===== config.mk =====
export PLATFORM = sky130hd
export DESIGN_NAME = alu_issue_ctrl
export DESIGN_NICKNAME = d
export VERILOG_FILES = /design/src/rtl/alu_issue_ctrl.sv
export SDC_FILE = /design/constraint.sdc
export NUM_CORES = 2
export LEC_CHECK = 0
export BUFFER_PORTS_ARGS = -buffer_cell sky130_fd_sc_hd__buf_2
export CAP_MARGIN = 20
export CORE_ASPECT_RATIO = 1.5
export CORE_MARGIN = 5
export CORE_UTILIZATION = 60
export CTS_BUF_LIST = sky130_fd_sc_hd__clkbuf_16
export CTS_CLUSTER_DIAMETER = 100
export DETAILED_ROUTE_END_ITERATION = 8
export PLACE_DENSITY = 0.78
export SLEW_MARGIN = 20
export SYNTH_ARGS = -nofsm -noshare
export SYNTH_HDL_FRONTEND = slang
export SYNTH_SLANG_ARGS = --single-unit

===== constraint.sdc =====
create_clock -name clk_i -period 4.97 [get_ports clk_i]
set_clock_uncertainty 0.05 [all_clocks]
set_input_delay 1.2425 -clock clk_i [delete_from_list [all_inputs] [get_ports clk_i]]
set_output_delay 1.2425 -clock clk_i [all_outputs]
set_load 0.005 [all_outputs]

===== src/rtl/alu_issue_ctrl.sv =====
// alu_issue_ctrl: single-issue R-type controller wrapped around a combinational ALU.
// Each accepted instruction goes through IDLE -> READ -> EXEC -> WB. Opcodes that are
// not R-type skip READ and EXEC and complete in WB with error_o set.
//
// Handshake: a transfer on the instruction port happens at a rising clk_i edge where
// instr_valid_i and instr_ready_o are both 1. instr_ready_o is 1 only in IDLE.
// instr_valid_i and instr_i are ignored in every other cycle, and the producer may
// keep instr_valid_i high while the controller is busy.
module alu_issue_ctrl #(
    parameter int REGISTER_SIZE = 32,
    parameter int REG_COUNT     = 32
) (
    input  logic                     clk_i,
    input  logic                     rst_ni,
    input  logic [31:0]              instr_i,
    input  logic                     instr_valid_i,
    output logic                     instr_ready_o,
    output logic [REGISTER_SIZE-1:0] alu_data1_o,
    output logic [REGISTER_SIZE-1:0] alu_data2_o,
    output logic [6:0]               alu_opcode_o,
    output logic [2:0]               alu_func3_o,
    output logic [6:0]               alu_func7_o,
    input  logic [REGISTER_SIZE-1:0] alu_result_i,
    input  logic                     alu_error_i,
    output logic                     done_o,
    output logic                     error_o,
    output logic [31:0]              retired_count_o,
    input  logic [4:0]               dbg_addr_i,
    output logic [REGISTER_SIZE-1:0] dbg_data_o,
    output logic [1:0]               dbg_state_o
);

    localparam logic [6:0] OPC_RTYPE = 7'b0110011;

    typedef enum logic [1:0] {
        S_IDLE = 2'd0,
        S_READ = 2'd1,
        S_EXEC = 2'd2,
        S_WB   = 2'd3
    } state_t;

    state_t state_q, state_d;

    logic [6:0]               opcode_q;
    logic [4:0]               rd_q;
    logic [2:0]               func3_q;
    logic [4:0]               rs1_q;
    logic [4:0]               rs2_q;
    logic [6:0]               func7_q;
    logic                     illegal_q;
    logic [REGISTER_SIZE-1:0] data1_q;
    logic [REGISTER_SIZE-1:0] data2_q;
    logic [REGISTER_SIZE-1:0] result_q;
    logic                     alu_err_q;
    logic [31:0]              retired_q;
    logic [REGISTER_SIZE-1:0] rf [REG_COUNT];

    logic handshake;
    logic wb_err;
    logic wb_commit;

    assign handshake = instr_valid_i && (state_q == S_IDLE);
    assign wb_err    = illegal_q || alu_err_q;
    assign wb_commit = (state_q == S_WB) && !wb_err;

    // State register.
    always_ff @(posedge clk_i or negedge rst_ni) begin
        if (!rst_ni) begin
            state_q <= S_IDLE;
        end else begin
            state_q <= state_d;
        end
    end

    // Next-state logic: illegal opcodes jump straight to writeback to report the error.
    always_comb begin
        state_d = state_q;
        case (state_q)
            S_IDLE: begin
                if (handshake) begin
                    state_d = (instr_i[6:0] == OPC_RTYPE) ? S_READ : S_WB;
                end
            end
            S_READ:  state_d = S_EXEC;
            S_EXEC:  state_d = S_WB;
            S_WB:    state_d = S_IDLE;
            default: state_d = S_IDLE;
        endcase
    end

    // Latch the decoded fields on accept; the ALU error capture is cleared so an
    // illegal instruction never reports a stale error from the previous one.
    always_ff @(posedge clk_i or negedge rst_ni) begin
        if (!rst_ni) begin
            opcode_q  <= '0;
            rd_q      <= '0;
            func3_q   <= '0;
            rs1_q     <= '0;
            rs2_q     <= '0;
            func7_q   <= '0;
            illegal_q <= 1'b0;
        end else if (handshake) begin
            opcode_q  <= instr_i[6:0];
            rd_q      <= instr_i[11:7];
            func3_q   <= instr_i[14:12];
            rs1_q     <= instr_i[19:15];
            rs2_q     <= instr_i[24:20];
            func7_q   <= instr_i[31:25];
            illegal_q <= (instr_i[6:0] != OPC_RTYPE);
        end
    end

    // Operand read in READ; the registered operands hold steady through EXEC.
    always_ff @(posedge clk_i or negedge rst_ni) begin
        if (!rst_ni) begin
            data1_q <= '0;
            data2_q <= '0;
        end else if (state_q == S_READ) begin
            data1_q <= (rs1_q == 5'd0) ? '0 : rf[rs1_q];
            data2_q <= (rs2_q == 5'd0) ? '0 : rf[rs2_q];
        end
    end

    // Capture the ALU response at the end of EXEC.
    always_ff @(posedge clk_i or negedge rst_ni) begin
        if (!rst_ni) begin
            result_q  <= '0;
            alu_err_q <= 1'b0;
        end else if (handshake) begin
            alu_err_q <= 1'b0;
        end else if (state_q == S_EXEC) begin
            result_q  <= alu_result_i;
            alu_err_q <= alu_error_i;
        end
    end

    // Register file writeback; x0 is never written.
    always_ff @(posedge clk_i or negedge rst_ni) begin
        if (!rst_ni) begin
            for (int i = 0; i < REG_COUNT; i++) begin
                rf[i] <= '0;
            end
        end else if (wb_commit && (rd_q != 5'd0)) begin
            rf[rd_q] <= result_q;
        end
    end

    // Retired-instruction counter; wraps naturally at 32 bits.
    always_ff @(posedge clk_i or negedge rst_ni) begin
        if (!rst_ni) begin
            retired_q <= '0;
        end else if (wb_commit) begin
            retired_q <= retired_q + 32'd1;
        end
    end

    assign instr_ready_o   = (state_q == S_IDLE);
    assign done_o          = (state_q == S_WB);
    assign error_o         = (state_q == S_WB) && wb_err;
    assign retired_count_o = retired_q;
    assign dbg_state_o     = state_q;

    assign alu_data1_o  = data1_q;
    assign alu_data2_o  = data2_q;
    assign alu_opcode_o = opcode_q;
    assign alu_func3_o  = func3_q;
    assign alu_func7_o  = func7_q;

    assign dbg_data_o = (dbg_addr_i == 5'd0) ? '0 : rf[dbg_addr_i];

endmodule


After elaboration in Yosys (flattened, before gate mapping)
Index checks and enable logic that the tools add are counted.
Widths: inputs -> output; s select.
{"block": "word_totals", "inputBits": 73, "out_inout_bits": 150, "ff_bits": 1188}
{"block": "classes", "n_mux": 20, "n_addsub": 1, "order_cmp": 5, "reduce_logical": 14, "bitwise_logic": 5, "n_eq_ne": 6}
{"op": "$bwmux 1024", "n": 1}
{"op": "$bmux 32 s5", "n": 3}
{"op": "$mux 32", "n": 10}
{"op": "$demux 32 s5", "n": 1}
{"op": "$add 32x1->32 const B", "n": 1}
{"op": "$ge 6x6->1 const B", "n": 4}
{"op": "$not 5->6", "n": 4}
{"op": "$logic_not 5->1", "n": 3}
{"op": "$pmux 2 s4", "n": 1}
{"op": "$eq 7x6->1 const B", "n": 1}
{"op": "$ne 7x6->1 const B", "n": 1}
{"op": "$lt 6x1->1 const B", "n": 1}
{"op": "$logic_and 1x1->1", "n": 5}
{"op": "$reduce_bool 5->1", "n": 1}
{"op": "$eq 2x2->1 const B", "n": 2}
{"op": "$mux 2", "n": 2}
{"op": "$eq 2x1->1 const B", "n": 1}
{"op": "$logic_not 2->1", "n": 1}
{"op": "$mux 1", "n": 2}
{"op": "$ne 2x1->1 const B", "n": 1}
{"op": "$reduce_and 2->1", "n": 1}
{"op": "$reduce_bool 2->1", "n": 1}
{"op": "$logic_not 1->1", "n": 1}
{"op": "$logic_or 1x1->1", "n": 1}
{"op": "$not 1->1", "n": 1}

Logic depth before layout (Yosys ltp)
{"block": "logic_depth", "ltp_word": 6, "ltp_mapped": 9, "ltp_nobuf": 7}

Least setup slack after synthesis
No wires, ideal clock.
{"block": "synth_timing", "path_kind": "input to output", "startpoint": "input dbg_addr_i[0]", "endpoint": "output dbg_data_o[11]", "slack_ns": 0.714, "required_ns": 3.678, "stages": 8, "arrival_ns": 2.963, "cell_sequence": "buf_2 > buf_6 > buf_4 > buf_2 > mux4_2 > mux2i_1 > o22ai_1 > a21o_1"}
{"block": "synth_via", "elab_chain_len": 5}
{"element": "start: declaration", "line": "28", "source": "input logic [4:0] dbg_addr_i,"}
{"element": "$not 5->6 (implied by the code)", "line": "169", "source": "assign dbg_data_o = (dbg_addr_i == 5'd0) ? '0 : rf[dbg_addr_i];"}
{"element": "$bmux 32 s5", "line": "169"}
{"element": "$mux 32 (implied by the code) (2 in a row)", "line": "169"}
{"element": "$mux 32 (*)", "line": "169"}
{"element": "end: declaration", "line": "29", "source": "output logic [REGISTER_SIZE-1:0] dbg_data_o,"}
Mark *: on every way between the ends. The rest lies on a longest branch, timed or not. The select of a mux whose other input is x is not followed.

Worst setup path after layout
{"block": "layout_timing", "startpoint": "input dbg_addr_i[0]", "endpoint": "output dbg_data_o[16]"}
The elaborated chain is that of the path after synthesis.

==> impl_metrics.ini <==
[synth]
synthFlopType = dfrtp_1
netlist_area_sq_mm = 0.0686
syn_nets = 4918
yosysTopAreaCellShare = 0.433
synth_area_leader_cell = dfrtp_1
synthTopCellsByArea = dfrtp_1 (43%), mux4_2 (20%), mux2_2 (19%)
yosysSeqAreaShare = 0.433
synth-edff-count = 0
synth_cell_types = 52
synthArstFlopShare = 1.00
syn_inst = 4839
avgSynthCellArea_sq_um = 14.2
synthesis.yosys.warnings = 0
ys_seq_elements = 1188

[setup_path]
ff2ff_setup_slack_ps = 1430
cp.required_ps = 3680
path_class = input port to primary output
critPathArrivalTime_ps = 3370
startpoint_type = input port
worstPathMaxFanout = 26
end_kind = primary output

[run_status]
status = finished, final reports clean

[power_and_ir_drop]
seqPwrFrac = 0.399
p_int_mw = 26.5
ir_drop_v = 0.000748
pwr-share-comb = 0.400
p_per_area_mw_per_mm2 = 583
switching_share = 0.396
total_power_mw = 43.9
clkPwrFrac = 0.201
p_sw_mw = 17.4
p_leak_nw = 34.3

[detailed_routing]
ant_nets = 0
vias_per_cell = 7.65
num_vias = 49000
route.detailed.drc = 0
wl_per_cell_um = 36.4
drtIter0Drc = 5762
drtPass1Iterations = 6
routed_wl_mm = 233

[timing]
fin_tns_setup_ps = 0
fmaxAchievable_mhz = 215
period_minus_slack_ps = 4660
holdWs_ps = 377
finalHoldViolCount = 0
fin_crit_sh = 0.938
fin_ws_ps = 309
slew_violations = 0
max_slew.worst_pin.slew_ps = 1150
finalSetupViolations = 0
rsz0062_at_grt = no
relSlewSlack = 0.231

[clock_network]
numClockSinks = 1188
clock_latency_ps = 760
cts_root_buffer = clkbuf_16
cts_buffers = 115
cts.clk_slew.worst_paths_ps = 60
clock_path_buffers = 3
post_cts_buffers = 0
cts_hold_buf = 0
cts_tree = done
htreeDepth = 3
ctsResizeCount = 0

[placement]
placed_area_sq_mm = 0.0716
io_buffers = 222
pre_cts_ws_ps = 328
gp_congestion = 0.915
dp_hpwl_mm = 145

[layout]
fillerInstances = 8060
layout_common_cells = mux2_2 (1,176), dfrtp_1 (1,175), mux4_2 (612)
drive_above_1_share = 0.491
nNetsFinal = 4909
design_area_sq_mm = 0.0753
syn2layout_area_growth_pct = 9.73
layout_commonest_cell = mux2_2

[floorplan]
die_area_sq_mm = 0.121
die_h_um = 424
num_rows = 152
pin_count = 223
die_w_um = 286
core_area_sq_mm = 0.114
initial_core_util = 0.601

[grt]
grt_max_degree = 120
grt_overflow = 0
grtUsageTotal = 0.383
grt_pass1_wl_mm = 342
grt_antenna_before_repair = 20
first_global_vias = 50400

[hold_path]
min_path_type = flip-flop to flip-flop

[run]
maxCapViolCount = 0
-- Yosys cell counts, types with 2 or more instances --
library cell,instances
clkbuf_1,302
a21o_1,32
nand3b_1,9
nand3_1,16
ha_1,6
xor2_1,5
buf_1,63
and4_1,4
o311ai_0,2
or4b_2,2
nor3_2,2
nor3_1,44
o22ai_1,186
buf_4,18
dfrtp_1,1188
nor4_2,2
mux2_1,4
nand2_1,74
and3_1,7
mux2_2,1176
a2bb2oi_1,31
a211oi_1,2
nor4b_1,4
a21oi_1,95
nand2b_1,6
nor2_1,122
buf_2,137
inv_1,6
nor2b_1,8
o21ai_0,95
or3_1,4
o211ai_1,31
buf_6,17
a2111oi_0,62
nor4_1,4
nand4_1,9
mux2i_1,382
mux4_2,612
nor3b_1,3
a22oi_1,30
xnor2_1,26
-- flip-flops by register name (all words and copies together) (netlist names), 2 cells and up --
register	flops
result_q	32
rd_q	5
rf	1024
dbg_state_o	2
alu_func3_o	3
alu_opcode_o	7
rs1_q	5
rs2_q	5
alu_func7_o	7
alu_data1_o	32
retired_count_o	32
alu_data2_o	32
-- power groups by stage --
stage | Clock [mW] | Sequential [mW] | Combinational, mW
2_1_floorplan | 0 | 14.7 | 13.5
3_5_place_dp | 0 | 17.4 | 17.2
4_1_cts | 8.87 | 17.3 | 17.3
6_report | 8.84 | 17.5 | 17.5
3_3_place_gp | 0 | 17.2 | 16.8
5_1_grt | 9.28 | 17.8 | 18.3
-- metal layers --
layer,global-route usage,wire length (um),up-vias
met5,0,64,-
met4,0.290,22100,8
met3,0.107,26700,1144
met2,0.590,108000,3600
met1,0.460,76300,25400
li1,-,-,18900
-- kinds of logic after synthesis --
family / Yosys count / share of synthesized area
xor+xnor: 31 / 0.00396
compound gates: 570 / 0.0538
fa+ha+maj: 6 / 0.00109
simple gates: 327 / 0.0229
mux: 2174 / 0.450
flops: 1188 / 0.433
buf+inv: 543 / 0.0350
-- final timing paths --
path / depth (start not counted) / startpoint / to
worst min-delay path: 0 / rf[1022] / rf[1022]
worst max register to register: 6 / rs2_q[2] / alu_data2_o[22]
min in group asynchronous: 1 / rst_ni / rf[517]
worst max-delay path: 9 / dbg_addr_i[0] / dbg_data_o[16]
worst min register to register: 0 / rf[1022] / rf[1022]
max in group asynchronous: 2 / rst_ni / rf[1017]
-- critical path, stage by stage --
cell and delay [ps]:
buf_8 210, buf_12 270, buf_12 220, mux4_2 510
mux2i_1 140, o22ai_1 150, a21o_1 280, buf_12 170
buf_2 120
-- metrics by stage --
stage | std cells | util
after floorplan | 4839 | -
after global routing | 6392 | 0.660
after CTS | 6392 | 0.660
after global placement | 6176 | 0.627
final | 6405 | 0.660
after detailed placement | 6176 | 0.627
-- area by class of cell --
type | instances | area, sq um | share of cell area
diodes | 13 | 32.5 | 0.000432
flip-flops and latches | 1188 | 29800 | 0.395
multi-input cells | 3108 | 36700 | 0.488
clock inverters | 99 | 785 | 0.0104
clock buffers | 117 | 2930 | 0.0389
well taps | 1463 | 1830 | 0.0243
repair buffers | 411 | 3230 | 0.0429
inverters | 6 | 25.0 | 0.000332
(Power assumes the default switching activity.)
